[src/rtl/irq_enc_pkg.sv]
// Shared constants and FSM state type for the 8-to-3 interrupt request encoder.
package irq_enc_pkg;

    localparam int unsigned NUM_IRQ = 8;
    localparam int unsigned ID_W    = 3;

    typedef enum logic [1:0] {
        IDLE,
        PRESENT,
        CLEAR
    } state_t;

endpackage

[src/rtl/priority_encoder8_3.sv]
// Combinational 8-to-3 priority encoder: searches downward from start, wrapping 0 -> 7.
module priority_encoder8_3 import irq_enc_pkg::*; (
    input  logic [NUM_IRQ-1:0] vec,
    input  logic [ID_W-1:0]    start,
    output logic [ID_W-1:0]    idx,
    output logic               any
);

    logic [ID_W-1:0] pos;

    // Scan from farthest to nearest so the slot at start is assigned last and wins.
    always_comb begin
        idx = '0;
        any = 1'b0;
        pos = '0;
        for (int k = NUM_IRQ - 1; k >= 0; k--) begin
            pos = start - ID_W'(k);
            if (vec[pos]) begin
                idx = pos;
                any = 1'b1;
            end
        end
    end

endmodule

[src/rtl/irq_encoder8_3.sv]
// Sequential 8-to-3 interrupt encoder with edge capture, mask and valid/ack handshake.
// Define IRQ_ENC_ROUND_ROBIN_EN for round-robin selection instead of fixed priority.
module irq_encoder8_3 import irq_enc_pkg::*; (
    input  logic               clk,
    input  logic               reset_n,
    input  logic [NUM_IRQ-1:0] irq,
    input  logic [NUM_IRQ-1:0] mask,
    input  logic               ack,
    output logic               valid,
    output logic [ID_W-1:0]    id,
    output logic [NUM_IRQ-1:0] pending
);

    logic [NUM_IRQ-1:0] irq_d_q;
    logic [NUM_IRQ-1:0] pending_q, pending_d;
    logic [NUM_IRQ-1:0] clr_mask;
    logic [NUM_IRQ-1:0] cand;
    state_t             state_q, state_d;
    logic [ID_W-1:0]    id_q, id_d;
    logic [ID_W-1:0]    start;
    logic [ID_W-1:0]    enc_idx;
    logic               enc_any;
    logic               ack_take;

    assign cand     = pending_q & mask;
    assign ack_take = (state_q == PRESENT) && ack;
    assign clr_mask = ack_take ? (NUM_IRQ'(1) << id_q) : '0;
    // A new rising edge on the bit being acked keeps it pending.
    assign pending_d = (pending_q & ~clr_mask) | (irq & ~irq_d_q);

`ifdef IRQ_ENC_ROUND_ROBIN_EN
    logic [ID_W-1:0] last_id_q;

    assign start = last_id_q - ID_W'(1);

    always_ff @(posedge clk or negedge reset_n) begin
        if (!reset_n) begin
            last_id_q <= '0;
        end else if (ack_take) begin
            last_id_q <= id_q;
        end
    end
`else
    assign start = ID_W'(NUM_IRQ - 1);
`endif

    priority_encoder8_3 u_prio (
        .vec   (cand),
        .start (start),
        .idx   (enc_idx),
        .any   (enc_any)
    );

    always_comb begin
        state_d = state_q;
        id_d    = id_q;
        case (state_q)
            IDLE, CLEAR: begin
                if (enc_any) begin
                    id_d    = enc_idx;
                    state_d = PRESENT;
                end else begin
                    state_d = IDLE;
                end
            end
            PRESENT: begin
                if (ack) begin
                    state_d = CLEAR;
                end
            end
            default: state_d = IDLE;
        endcase
    end

    always_ff @(posedge clk or negedge reset_n) begin
        if (!reset_n) begin
            irq_d_q   <= '0;
            pending_q <= '0;
            state_q   <= IDLE;
            id_q      <= '0;
        end else begin
            irq_d_q   <= irq;
            pending_q <= pending_d;
            state_q   <= state_d;
            id_q      <= id_d;
        end
    end

    assign valid   = (state_q == PRESENT);
    assign id      = id_q;
    assign pending = pending_q;

endmodule

[config.mk]
export PLATFORM = sky130hd
export DESIGN_NAME = irq_encoder8_3
export DESIGN_NICKNAME = d
export VERILOG_FILES = /design/src/rtl/irq_enc_pkg.sv /design/src/rtl/priority_encoder8_3.sv /design/src/rtl/irq_encoder8_3.sv
export SDC_FILE = /design/constraint.sdc
export NUM_CORES = 1
export LEC_CHECK = 0
export CORE_ASPECT_RATIO = 1.5
export CORE_MARGIN = 2
export CORE_UTILIZATION = 40
export CTS_BUF_LIST = sky130_fd_sc_hd__clkbuf_4
export DETAILED_ROUTE_END_ITERATION = 12
export PLACE_DENSITY = 0.77
export SLEW_MARGIN = 15
export SYNTH_ARGS = -nofsm -noshare
export SYNTH_HDL_FRONTEND = slang
export SYNTH_SLANG_ARGS = --single-unit
[constraint.sdc]
create_clock -name clk -period 1.2 [get_ports clk]
set_input_delay 0.18 -clock clk [delete_from_list [all_inputs] [get_ports clk]]
set_output_delay 0.18 -clock clk [all_outputs]
set_load 0.05 [all_outputs]
### Word-level counts from Yosys, hierarchy flattened

Index checks and enable logic that the tools add are counted.

* equal/unequal tests: 3
* shift operators: 1
* muxes and demuxes: 19
* bitwise operators: 6
* reduce and logical (&&, ||, !) cells: 4

Operators by type and width (number)
* bitwise AND 8 bit: 3
* inverter 8 bit: 2
* 2-to-1 mux 3 bit: 4
* 2-to-1 mux 1 bit: 10
* 2-to-1 mux 8 bit: 1
* OR 8 bit: 1
* left shift 1 x 3 -> 8 bit (first input constant): 1
* 2-to-1 mux 2 bit: 3
* case mux 2 bit (2 select lines): 1
* == test 2 x 1 -> 1 bit (second input constant): 1
* == test 2 bit (second input constant): 1
* zero test 2 bit: 1
* inequality test 2 bit (second input constant): 1
* AND reduction 2 bit: 1
* OR reduction 2 bit: 1
* logical AND 1 bit: 1

* register bits after elaboration: 21
* bits of input ports: 19
* output and inout port bits: 12
* word-level logic and storage cells: 37

### Depth between registers and ports, before layout

Gate-level depths: netlist (run 1).

* depth in word-level cells: 11
* mapped depth: 4

### Hierarchy

Synthesis (run 1) repeated with hierarchy kept, for this count alone.

* cell total of the unflattened synthesis: 152
* area, all modules: 1556.5 um^2

Modules (own cells, without submodules)
* irq_encoder8_3: times used 1, cells each 67, area each 797.0 um^2, sequential area each 525.5 um^2
* priority_encoder8_3: times used 1, cells each 85, area each 759.5 um^2, sequential area each 0.0 um^2

### Least setup slack after synthesis (run 1)

OpenSTA, ideal clock, no wires.

* path kind: register -> register
* start: register pending_q[4], in the netlist pending[4]
* end: register id_q[0], in the netlist id[0]
* data arrival time: 1.552 ns
* path slack: -0.479 ns
* stages on the path, launching flop included: 5
* period minus slack after synthesis: 1.679 ns
* path through: dfrtp_1 a22o_1 and3b_1 a21oi_2 mux2_1

* word-level cells in the longest chain between the ends: 6
* elaborated cells on any way between the ends: 10
* classes of those cells: mux: 8; bitwise: 1; reduce/logical: 1

RTL lines
* from (decl): line irq_encoder8_3.sv:15 `logic [NUM_IRQ-1:0] pending_q, pending_d;`
* from (signal assigned): line irq_encoder8_3.sv:83 `pending_q <= pending_d;`
* bitwise AND 8 bit *: line irq_encoder8_3.sv:25 `assign cand = pending_q & mask;`
* 2-to-1 mux 1 bit (4 in series): line priority_encoder8_3.sv:18 `if (vec[pos]) begin`
* AND reduction 2 bit (no line)
* to (signal assigned): line irq_encoder8_3.sv:85 `id_q <= id_d;`
* to (decl): line irq_encoder8_3.sv:19 `logic [ID_W-1:0] id_q, id_d;`

Mark *: on every way between the ends. The rest lies on a longest branch, timed or not.
A chain may end at the register's enable or synchronous reset.

### Worst setup path after layout (run 1)

* start: register pending_q[4], in the netlist pending[4]
* end: register id_q[1], in the netlist id[1]

The elaborated chain is that of the path after synthesis.

==> results of run 1 <==
## registers in the layout, indices dropped and copies added (netlist names)
signal,cells
irq_d_q,8
pending,8
id,3
state_q,2
## power by group
group	internal, mW	switching [mW]
clock	0.153	0.205
sequential	0.892	0.251
combinational	1.18	1.08
total	2.22	1.54
## cells in the mapped netlist
cell type	number
and3_1	1
a21o_2	1
a32oi_1	1
nand3_1	1
o31ai_1	2
dfrtp_1	21
o211ai_1	2
inv_1	9
nor2b_1	1
nand2b_1	3
nand2_1	9
a22o_1	1
a22oi_1	1
mux2_1	2
o21ai_0	16
and3b_1	2
a21oi_2	1
## cell usage in the layout (no fill, tap or decap)
cell type | synthesis | final
clkdlybuf4s50_1 | 0 | 18
buf_4 | 0 | 13
buf_12 | 0 | 12
dfrtp_1 | 21 | 11
dfrtp_2 | 0 | 10
inv_1 | 9 | 9
o21ai_1 | 0 | 9
buf_6 | 0 | 9
nand2_1 | 9 | 8
o21ai_2 | 0 | 5
clkbuf_4 | 0 | 4
and3b_2 | 0 | 2
nand2b_1 | 3 | 2
o211ai_1 | 2 | 2
mux2_4 | 0 | 2
o21ai_0 | 16 | 2
nor2b_4 | 0 | 1
nand2_4 | 0 | 1
o31ai_2 | 0 | 1
nand2b_4 | 0 | 1
o31ai_4 | 0 | 1
a22oi_2 | 0 | 1
and3_4 | 0 | 1
a22o_1 | 1 | 1
a21oi_4 | 0 | 1
a21o_2 | 1 | 1
a32oi_1 | 1 | 1
nand3_1 | 1 | 1
## worst max-delay path: stages, from the launching register on
cell	delay (ns)
dfrtp_2	0.44
a22o_1	0.24
and3b_2	0.28
a21oi_4	0.08
mux2_4	0.30
## logic make-up (layout without fill, tap and decap cells)
logic type	after synthesis	after routing	synth area share, %
flip-flops	21	21	63.93
multiplexers	2	2	2.740
AO/OA/AOI/OAI	25	25	18.57
AND/OR/NAND/NOR	17	17	10.66
buffers and inverters	9	65	4.109
## routing by layer
layer  track usage [%]  up-vias  share of wire (%)
met3             3.759        7                3.9
met4             15.71        0                3.2
met2             37.95       28                 55
met1             25.32      396                 38
li1                  -      371                  -
met5                 0        -                  0
## worst max path at each step
| stage | to | slack, ns | cells past startpoint |
|---|---|---|---|
| final | id[1] | -0.24 | 4 |
| after global routing | id[1] | -0.26 | 4 |
| after CTS | id[1] | -0.20 | 4 |
| after detailed placement | id[1] | -0.52 | 5 |
| after global placement | id[0] | -0.43 | 5 |
| after floorplan | id[0] | -0.31 | 4 |
## layout make-up
cell class | count | area (µm²)
repair buffers | 52 | 619.3
flip-flops and latches | 21 | 538.0
fillers | 118 | 377.9
multi-input cells | 44 | 350.3
inverters | 9 | 33.78
clock buffers | 4 | 30.03
well taps | 22 | 27.53
## what timing repair did
item | 4_1_cts | 5_1_grt
setup endpoints to repair | 11 | 23
hold buffers | 0 | 0
pin swaps | 4 | 4
gates resized for setup | 15 | 28
setup buffers | 2 | 8
==> metrics.md, run 1 <==
| Metric | Value |
|---|---|
| Root Driver | clkbuf_4 |
| Power per cell area | 2353 nW/µm² |
| Crit path DAT | 1.64 ns |
| Hold Slack | 0.2096 ns |
| Final antenna-violating net count | 0 |
| Syn avg cell area | 11.11 µm² |
| Via count | between 800 and 900 |
| Type of the worst min-delay path | input port to asynchronous set/reset pin |
| Synth top area cells | dfrtp_1 64%, o21ai_0 9.7%, inv_1 4.1% |
| Failing checks | setup timing |
| Area Overhead vs Synth | 94.52% |
| Final Net Count | 150 |
| P_leak | 0.7343 nW |
| R2r setup slk | -0.24 ns |
| HPWL Detailed | 1709 µm |
| WS Path Type | flop to flop |
| Outcome | finished with violations |
| Crit Reg-Reg Startpoint | pending[4] |
| DR iter-0 viols | 27 |
| Design area | 1599 µm² |
| Highest Clock Rate | roughly 0.69 GHz |
| Pre-CTS setup slack | -0.5249 ns |
| Reg2Reg Depth | 4 |
| Die boundary width | approximately 41 µm |
| Fin cells | 152 |
| Clock buffer depth | 2 |
| Die Ht | 59.52 µm |
| CTS tree | done |
| Final WS setup | -0.2425 ns |
| Synth Cell Area | roughly 800 µm² |
| Vias in the first global route | approximately 790 |
| Total gr overflow | 0 |
| Pwr Total | 3.762 mW |
| Placed Area | 1374 µm² |
| Total length of routed wires | 2597 µm |
| First-pass GRT wire length | about 3500 µm |
| Yosys warns | 0 |
| Period utilisation layout | 120.2% |
| Final Hold Viols | 0 |
| Mapped Cells | 74 |
| Worst Clk Skew | 0.003204 ns |
| H-tree depth | 1 |
| Critical Path Start | pending[4] |
| Max_cap viols | 0 |
| Seq cells post-synth | 21 |
| WL/cell | 17.09 µm |
| Worst Tran Pin Value | 0.3653 ns |
| Post-DR vias/cell | 5.276 |
| Clock sink total | 21 |
| Crit. End Element | flop |
| TNS Setup | -0.9865 ns |
| Antenna Cells | 0 |
| FP Rows | 20 |
| Largest net degree at the start of global routing | 22 |
| Slew margin rel. | 75.65% |
| Post-synth top area share | a little under two thirds |
| Drt first pass iters | 4 |
| Reg2reg end | id[1] |
| RSZ-0062 raised after global routing | true |
| Antenna violations before repair | 0 |
| Post-route minimum period | 1.442 ns |
| GRT Overall Usage | 23.10% |
| Clk_lat worst skew | a little over 0.3 ns |
| Setup violations, final | 11 |
| CP required | 1.40 ns |
| Clock-pin slew on the worst setup and hold paths | roughly 0.11 ns |
| DRC violations left | 0 |
| Routability congestion estimate from global placement | 0.7512 |
| Port bufs | 30 |
| Fin util | 80.89% |
| Io pins | 31 |
| Die footprint | 2441 µm² |
| Starting Density | 41.58% |
| CP startpoint kind | flop |
| Peak VDD IR | 1551 µV |
| Sequential fraction of the synthesis area | 63.93% |
| CP Max Fanout | 3 |
| Core Box Area | between 1500 and 2000 µm² |
| Layout cells sized above 1 | approximately half |
| Leading area contributor after synthesis | dfrtp_1 |
| Placed Instances | roughly 140 |
| Syn_nets | 93 |
| Final Max Tran Viols | 0 |
| Synth unique cells | 17 |
| Cts bufs inserted | 3 |
(Power assumes the default switching activity.)
==> run 2: changes to the inputs <==
--- a/config.mk
+++ b/config.mk
@@ -12,2 +12,3 @@
 export DETAILED_ROUTE_END_ITERATION = 12
+export GPL_TIMING_DRIVEN = 1
 export PLACE_DENSITY = 0.77
==> constraint.sdc (replaced) <==
create_clock -name clk -period 1.2 [get_ports clk]
set_input_delay 0.36 -clock clk [delete_from_list [all_inputs] [get_ports clk]]
set_output_delay 0.36 -clock clk [all_outputs]
set_load 0.05 [all_outputs]
==> metrics.md, run 2 (synthesis gave the netlist of run 1 again) <==
| Metric | Value |
|---|---|
| Outcome | finished with violations |
| Failing checks | setup timing |
| Commonest cells after routing, fill and taps aside | 13 x buf_12, 12 x dfrtp_2, 12 x clkdlybuf4s50_1 |
| Multi-input logic area | about 330 µm² |
| Peak VDD IR | 1355 µV |
| Final antenna-violating net count | 0 |
| Drt first pass iters | 4 |
| Root Driver | clkbuf_4 |
| H-tree depth | 1 |
| Fin util | 79.94% |
| RSZ-0062 raised after global routing | true |
| Largest net degree at the start of global routing | 22 |
| DR iter-0 viols | 9 |
| Via count | 765 |
| Clock sink total | 21 |
| Final Net Count | 148 |
| Fin cells | 150 |
| Area Overhead vs Synth | 92.24% |
| CTS tree | done |
| Io pins | 31 |
| Die boundary width | 41.02 µm |
| DRC violations left | 0 |
| Worst Tran Pin Value | 0.2855 ns |
| Core Box Area | 1977 µm² |
| WL/cell | 16.05 µm |
| CP required | 1.39 ns |
| Post-route minimum period | 1.417 ns |
| Antenna Cells | 0 |
| Proportion of power drawn by flip-flops and latches | 28.3% |
| Clk_lat worst skew | 0.30 ns |
| WS Path Type | input port to flop |
| Setup violations, final | 17 |
| Period utilisation layout | 118.1% |
| Type of the worst min-delay path | input port to asynchronous set/reset pin |
| HPWL Detailed | 1624 µm |
| Clock Power Share | approximately a tenth |
| Final Max Tran Viols | 0 |
| CP Max Fanout | 3 |
| Total gr overflow | 0 |
| Die Ht | 59.52 µm |
| Cts bufs inserted | 3 |
| FILL cells | 130 |
| Total length of routed wires | 2407 µm |
| Design area | 1580 µm² |
| Slew margin rel. | slightly above 80% |
| Antenna violations before repair | 0 |
| Sw Pwr | between 1 and 1.5 mW |
| Crit path DAT | 1.61 ns |
| Die footprint | 2441 µm² |
| Final WS setup | -0.2172 ns |
| Final Hold Viols | 0 |
| Placed Area | ~1400 µm² |
| Post-DR vias/cell | 5.100 |
| Highest Clock Rate | approximately 0.71 GHz |
| Clock-pin slew on the worst setup and hold paths | 0.11 ns |
| Vias in the first global route | 780 |
| Max_cap viols | 0 |
| Pre-CTS setup slack | -0.6604 ns |
| Placed Instances | 137 |
| Routability congestion estimate from global placement | 0.7853 |
| Hold Slack | 0.3919 ns |
| Worst Clk Skew | 0.002181 ns |
| Starting Density | 41.58% |
| CP startpoint kind | input port |
| FP Rows | 20 |
| Crit. End Element | flop |
| GRT Overall Usage | 22.08% |
| Port bufs | 30 |
| Pint | 2.242 mW |
| Clock buffer depth | 2 |
| Sw Share | 39.57% |
| Layout cells sized above 1 | 50.00% |
| P_leak | 0.7475 nW |
| First-pass GRT wire length | 3588 µm |
| Register Area | 540.5 µm² |
| Most common cell after layout, fill and taps aside | buf_12 |
| Combinational Power Share | around 62% |
| Power per cell area | 2348 nW/µm² |
## run 2: cell count changes in the layout (fill, tap and decap cells not counted), sizes merged
cell and change:
clkdlybuf4s50 -6, dlymetal6s2s +2, buf -2, dlygate4sd2 +4
## run 2: critical path, stage by stage
cell	delay [ns]
clkdlybuf4s50_1	0.46
nand2_1	0.06
and3b_2	0.23
a21oi_4	0.17
mux2_4	0.32
## run 2: worst paths after layout
kind	startpoint	endpoint	slack, ns	cells after the start
max	mask[6]	id[1]	-0.22	5
min	reset_n	pending[4]	0.39	2
max reg2reg	pending[3]	id[1]	-0.20	4
min reg2reg	irq_d_q[0]	pending[0]	0.42	1
max in group asynchronous	reset_n	pending[1]	0.66	2
min in group clk	irq_d_q[0]	pending[0]	0.42	1
## run 2: final cells by class
class                           instances  area share [%]
Timing Repair Buffer                   50           39.03
Inverter                                9           2.138
Sequential cell                        21           34.20
Multi-Input combinational cell         44           20.98
Clock buffer                            4           1.900
Tap cell                               22           1.742
## run 2: layer usage
metal  share of wire (%)  wire length (µm)  vias to the layer above  global-route usage, %
li1                    -                 -                      366                      -
met1                  37               879                      372                  27.30
met2                  58              1397                       23                  37.05
met3                 4.1                98                        4                  3.759
met4                 1.3                31                        0                  7.143
met5                   0                 0                        -                      0
## run 2: per-stage QoR
stage          TNS (ns)  total power, mW
6_report         -2.301            3.710
5_1_grt          -2.846            3.879
4_1_cts          -2.380            3.575
3_5_place_dp     -5.023            2.896
3_3_place_gp     -4.831            2.854
2_1_floorplan   -0.7643            1.861
## run 2: what timing repair did
action	CTS	global route
setup buffers	6	4
gates resized for setup	31	14
hold buffers	0	0
pin swaps	5	5
endpoints found under the setup margin	22	24
## run 2: power by group through the flow
stage	sequential (mW)	combinational (mW)	clock, mW
3_5_place_dp	1.09	1.81	0
4_1_cts	1.06	2.14	0.371
5_1_grt	1.07	2.41	0.401
2_1_floorplan	1.47	0.387	0
6_report	1.05	2.30	0.356
3_3_place_gp	1.08	1.78	0
==> patch 1 (settings of run 1) <==
The option `IRQ_ENC_ROUND_ROBIN_EN` is turned on by a define.
--- a/src/rtl/irq_encoder8_3.sv
+++ b/src/rtl/irq_encoder8_3.sv
@@ -1,5 +1,7 @@
 // Sequential 8-to-3 interrupt encoder with edge capture, mask and valid/ack handshake.
 // Define IRQ_ENC_ROUND_ROBIN_EN for round-robin selection instead of fixed priority.
+`define IRQ_ENC_ROUND_ROBIN_EN
+
 module irq_encoder8_3 import irq_enc_pkg::*; (
     input  logic               clk,
     input  logic               reset_n,
Formal check against the unedited RTL: not equivalent (Yosys sat finds a counterexample within 10 cycles, from zero or initial values and one cycle with reset_n low).
==> patch 1 against run 1 <==
The run still ends with negative setup slack left. Design area grew 97%. Critical path type unchanged. Sequential cell count grew 3. Count of clock-buffer cells in the layout shrank 1. Critical endpoint unchanged. Wire length grew to 2.9 times the old value. Worst setup slack lost 0.94 ns. Largest cell class is now multi-input combinational cells. Area after synthesis grew 120%.
Power is left out: the tool's default activity adds up to more than one toggle a clock period on the data nets, which glitch-free logic cannot reach.
==> patch 1: results (changes against run 1) <==
stage,metric,value,unit,change
run_status,status,"finished, violations left",,
run_status,violations,negative setup slack,,
min_path,hp-class,input pin to asynchronous set/reset pin,,
timing,setup_ws,-1.19,ns,-0.944 ns
drt,wl,7430,µm,+190%
grt,grt_max_degree,25,,+14%
timing,fin_setup_tns,-6.09,ns,-5.10 ns
clock_network,clk_pin_slew,0.17,ns,+0.06 ns
drt,dr.pass1.iters,4,,unchanged
grt,grt_pass1_vias,2154,,+170%
drt,dr.first_iter.drc_count,96,,+260%
setup_path,crit_slowest_cell,mux4_2,,
synthesis,ys_top_cells_by_count,"25 x nand2_1, 24 x dfrtp_1, 21 x o21ai_0, 14 x inv_1, 10 x mux4_2",,
place,place.gp.congestion,0.946,,+26%
setup_path,cp_max_fo,5,,+2
synthesis,synth_nets,212,,+130%
clock_network,cts_buffer_depth,2,,unchanged
synthesis,ys_seq_area_share,33.3,%,-31 points
setup_path,max_stage_delay,0.62,ns,+0.18 ns
setup_path,crit_family,multiplexers,,
place,hpwl,4760,µm,+180%
timing,slew_headroom,74.7,%,-0.92 points
clock_network,htree_levels,1,,unchanged
timing,finClkSkew,0.0318,ns,+0.0286 ns
synthesis,synth_area_leaders,"dfrtp_1 33%, mux4_2 12%, o21ai_0 5.8%",,
place,dp_slack,-1.26,ns,-0.736 ns
cells_and_area,drive_above_1_share,48.2,%,-2.6 points
grt,grt_pass1_wl,10400,µm,+190%
timing,final-setup-viol-count,25,,+14
cells_and_area,fin_nets,321,,+110%
grt,grtUsageTotal,27.5,%,+4.4 points
drt,via_per_inst,6.13,,+16%
synthesis,ys_types,51,,+34
drt,wl_per_cell,21.5,µm,+26%
setup_path,cp_data_arrival_time,2.64,ns,+1.00 ns
clock_network,clk_latency,0.35,ns,+0.04 ns
==> patch 1: final timing paths <==
check | to | slack [ns] | cells after the start | from
max in group asynchronous | pending[4] | 0.86 | 2 | reset_n
min in group clk | irq_d_q[0] | 0.27 | 1 | irq[0]
worst max-delay path | id[1] | -1.19 | 8 | last_id_q[0]
worst min register to register | pending[6] | 0.42 | 1 | irq_d_q[6]
worst max register to register | id[1] | -1.19 | 8 | last_id_q[0]
worst min-delay path | irq_d_q[0] | 0.15 | 2 | reset_n
==> patch 1: timing repair <==
action	CTS	global route
gates resized for setup	26	17
hold buffers	0	0
setup buffers	13	11
setup endpoints to repair	21	27
pin swaps	6	2
==> patch 1: cell type report <==
type | instances | area, µm²
fill | 259 | 1130
inverter | 16 | 70.1
clock inverter | 1 | 30.0
timing repair buffer | 112 | 1100
clock buffer | 3 | 22.5
tap | 46 | 57.6
multi-input combinational | 143 | 1260
sequential | 24 | 602
==> patch 1: layer usage <==
metal  vias up  GRT usage [%]  wire (µm)
met3        38           4.63        486
met1      1005           30.1       2390
met4         0           16.1        625
li1        922              -          -
met5         -              0          0
met2       150           48.4       3930
==> patch 1: per-stage QoR <==
| stage | cells | cell area [µm²] |
|---|---|---|
| after global placement | 324 | 2810 |
| after CTS | 339 | 3050 |
| after detailed placement | 324 | 2810 |
| after global routing | 345 | 3150 |
| after floorplan | 191 | 1890 |
| final | 345 | 3150 |
==> patch 1: logic make-up (layout without fill, tap and decap cells) <==
family          after synthesis  count (layout)  share of synthesized area, %
compound gates               53              53                          19.4
xor+xnor                      4               4                          3.40
fa+ha+maj                     2               2                          1.39
buf+inv                      24             132                          5.41
flops                        24              24                          33.3
mux                          20              20                          19.8
simple gates                 64              64                          17.3
==> patch 2 (config.mk and constraints of run 1) <==
Made on the original files. Add an input register stage for `irq`, with the module's reset; this delays it by one clock. The other inputs are not delayed to match.
--- a/src/rtl/irq_encoder8_3.sv
+++ b/src/rtl/irq_encoder8_3.sv
@@ -10,6 +10,16 @@
     output logic [ID_W-1:0]    id,
     output logic [NUM_IRQ-1:0] pending
 );
+
+    logic [NUM_IRQ-1:0] irq_q;
+
+    always_ff @(posedge clk or negedge reset_n) begin
+        if (!reset_n) begin
+            irq_q <= '0;
+        end else begin
+            irq_q <= irq;
+        end
+    end
 
     logic [NUM_IRQ-1:0] irq_d_q;
     logic [NUM_IRQ-1:0] pending_q, pending_d;
@@ -26,7 +36,7 @@
     assign ack_take = (state_q == PRESENT) && ack;
     assign clr_mask = ack_take ? (NUM_IRQ'(1) << id_q) : '0;
     // A new rising edge on the bit being acked keeps it pending.
-    assign pending_d = (pending_q & ~clr_mask) | (irq & ~irq_d_q);
+    assign pending_d = (pending_q & ~clr_mask) | (irq_q & ~irq_d_q);
 
 `ifdef IRQ_ENC_ROUND_ROBIN_EN
     logic [ID_W-1:0] last_id_q;
@@ -79,7 +89,7 @@
             state_q   <= IDLE;
             id_q      <= '0;
         end else begin
-            irq_d_q   <= irq;
+            irq_d_q   <= irq_q;
             pending_q <= pending_d;
             state_q   <= state_d;
             id_q      <= id_d;
Formal check against the unedited RTL: not equivalent (a bounded check fails within 4 cycles, from zero or initial values and one cycle with reset_n low).
==> patch 2 against run 1 <==
The run still ends with negative setup slack left. Hold slack got worse by 0.012 ns. Count of clock-buffer cells in the layout rose by 1. Via count grew 6.6%. Worst setup slack improved by 0.0091 ns. Design area is 16% higher. Area after synthesis grew 24%. Clock power increased by 120%. Sequential cell count is 8 higher. Power increased by 20%. Wire length increased by 12%. Largest cell class is now registers. Highest routed layer unchanged.
==> patch 2: results (changes against run 1) <==
stage,metric,value,unit,change
run_status,status,"finished, violations left",,
run_status,violations,negative setup slack,,
power_and_ir_drop,ir_drop,1.94,mV,+25%
cells_and_area,final_cells,168,,+11%
grt,grt_max_degree,30,,+36%
cells_and_area,diodes,0,,unchanged
drt,dr.first_iter.drc_count,21,,-22%
grt,grt_pass1_vias,941,,+19%
clock_network,cts-buffers-inserted,5,,+2
grt,grtUsageTotal,20.9,%,-2.2 points
clock_network,htree_levels,2,,+1
place,dp.cells,147,,+6.5%
synthesis,synth_area_leaders,"dfrtp_1 71%, o21ai_0 7.8%, inv_1 3.3%",,
min_path,hp-class,input pin to asynchronous set/reset pin,,
setup_path,crit_slowest_cell,dfrtp_2,,
synthesis,syn_area_per_cell,12.5,µm²,+12%
timing,setup_ws,-0.233,ns,+0.00910 ns
timing,finClkSkew,0.00588,ns,+0.00268 ns
synthesis,async_flop_share,100,%,unchanged
drt,via_per_inst,5.09,,-3.5%
cells_and_area,fin_nets,162,,+8.0%
cells_and_area,drive_above_1_share,48.6,%,-2.2 points
place,portBuffers,30,,unchanged
synthesis,ys_top_cells_by_count,"29 x dfrtp_1, 16 x o21ai_0, 9 x inv_1, 9 x nand2_1, 3 x nand2b_1",,
clock_network,clk_pin_slew,0.10,ns,
setup_path,cp_data_arrival_time,1.66,ns,+0.02 ns
synthesis,ys.flop_type,dfrtp_1,,
timing,fin_setup_tns,-1.12,ns,-0.134 ns
place,place.gp.congestion,0.779,,+3.6%
grt,grt_pass1_wl,4230,µm,+19%
power_and_ir_drop,power.leakage,0.863,nW,+18%
clock_network,cts_tree,done,,
synthesis,ys_seq_area_share,71.0,%,+7.1 points
clock_network,cts_buffer_depth,2,,unchanged
clock_network,cts_root_buf,clkbuf_4,,
clock_network,clk_latency,0.33,ns,+0.02 ns
grt,antenna_found_initial,0,,unchanged
place,placed_cell_area,1580,µm²,+15%
synthesis,yosysWarnings,0,,unchanged
place,hpwl,1820,µm,+6.7%
setup_path,cp_max_fo,3,,unchanged
timing,worstMarginPinSlew,0.263,ns,-0.102 ns
timing,final-setup-viol-count,11,,unchanged
synthesis,ys_types,17,,unchanged
setup_path,crit_family,compound AO/OA/AOI/OAI gates,,
synthesis,yosysMostFrequentCell,dfrtp_1,,
timing,drv_slew,0,,unchanged
drt,wl_per_cell,17.4,µm,+1.7%
place,dp_slack,-0.495,ns,+0.0294 ns
setup_path,max_stage_delay,0.43,ns,
drt,dr.pass1.iters,4,,unchanged
synthesis,synth_nets,101,,+8.6%
[patch 2: layout make-up]
cell class / instances / area [µm²]
clock buffer: 5 / 37.5
clock inverter: 3 / 46.3
fill: 141 / 591
inverter: 9 / 33.8
multi-input combinational: 44 / 325
sequential: 29 / 739
tap: 24 / 30.0
timing repair buffer: 54 / 647
[patch 2: cell families (layout without fill, tap and decap cells)]
family | count (synthesis) | after routing | share of synthesized area (%)
multiplexers | 2 | 2 | 2.20
AND/OR/NAND/NOR | 17 | 17 | 8.57
flip-flops | 29 | 29 | 71.0
buffers and inverters | 9 | 71 | 3.30
AO/OA/AOI/OAI | 25 | 25 | 14.9
[patch 2: worst paths after layout]
kind,from,endpoint,slack (ns),cells after the start
setup / recovery,pending[4],state_q[0],-0.23,5
hold / removal,reset_n,irq_q[7],0.20,2
setup reg to reg,pending[4],state_q[0],-0.23,5
hold reg to reg,irq_q[6],irq_d_q[6],0.39,0
max in group asynchronous,reset_n,id[1],0.83,2
min in group clk,irq[2],irq_q[2],0.27,1
[patch 2: repair_timing]
item	in CTS	in global routing
pin swaps	1	2
resized for setup	14	27
setup buffers	4	10
setup endpoints to repair	17	22
[patch 2: report_power, final]
part	leakage [nW]	total (mW)	switching [mW]	internal, mW
combinational	0.510	2.30	1.08	1.21
clock	0.0414	0.795	0.354	0.441
sequential	0.311	1.41	0.229	1.18
[patch 2: routing by layer]
metal / vias to the layer above / global-route usage [%] / share of wire (%)
met3: 8 / 7.38 / 4.4
li1: 404 / - / -
met5: - / 0 / 0
met2: 29 / 37.5 / 60
met4: 0 / 11.4 / 2.2
met1: 414 / 19.5 / 33
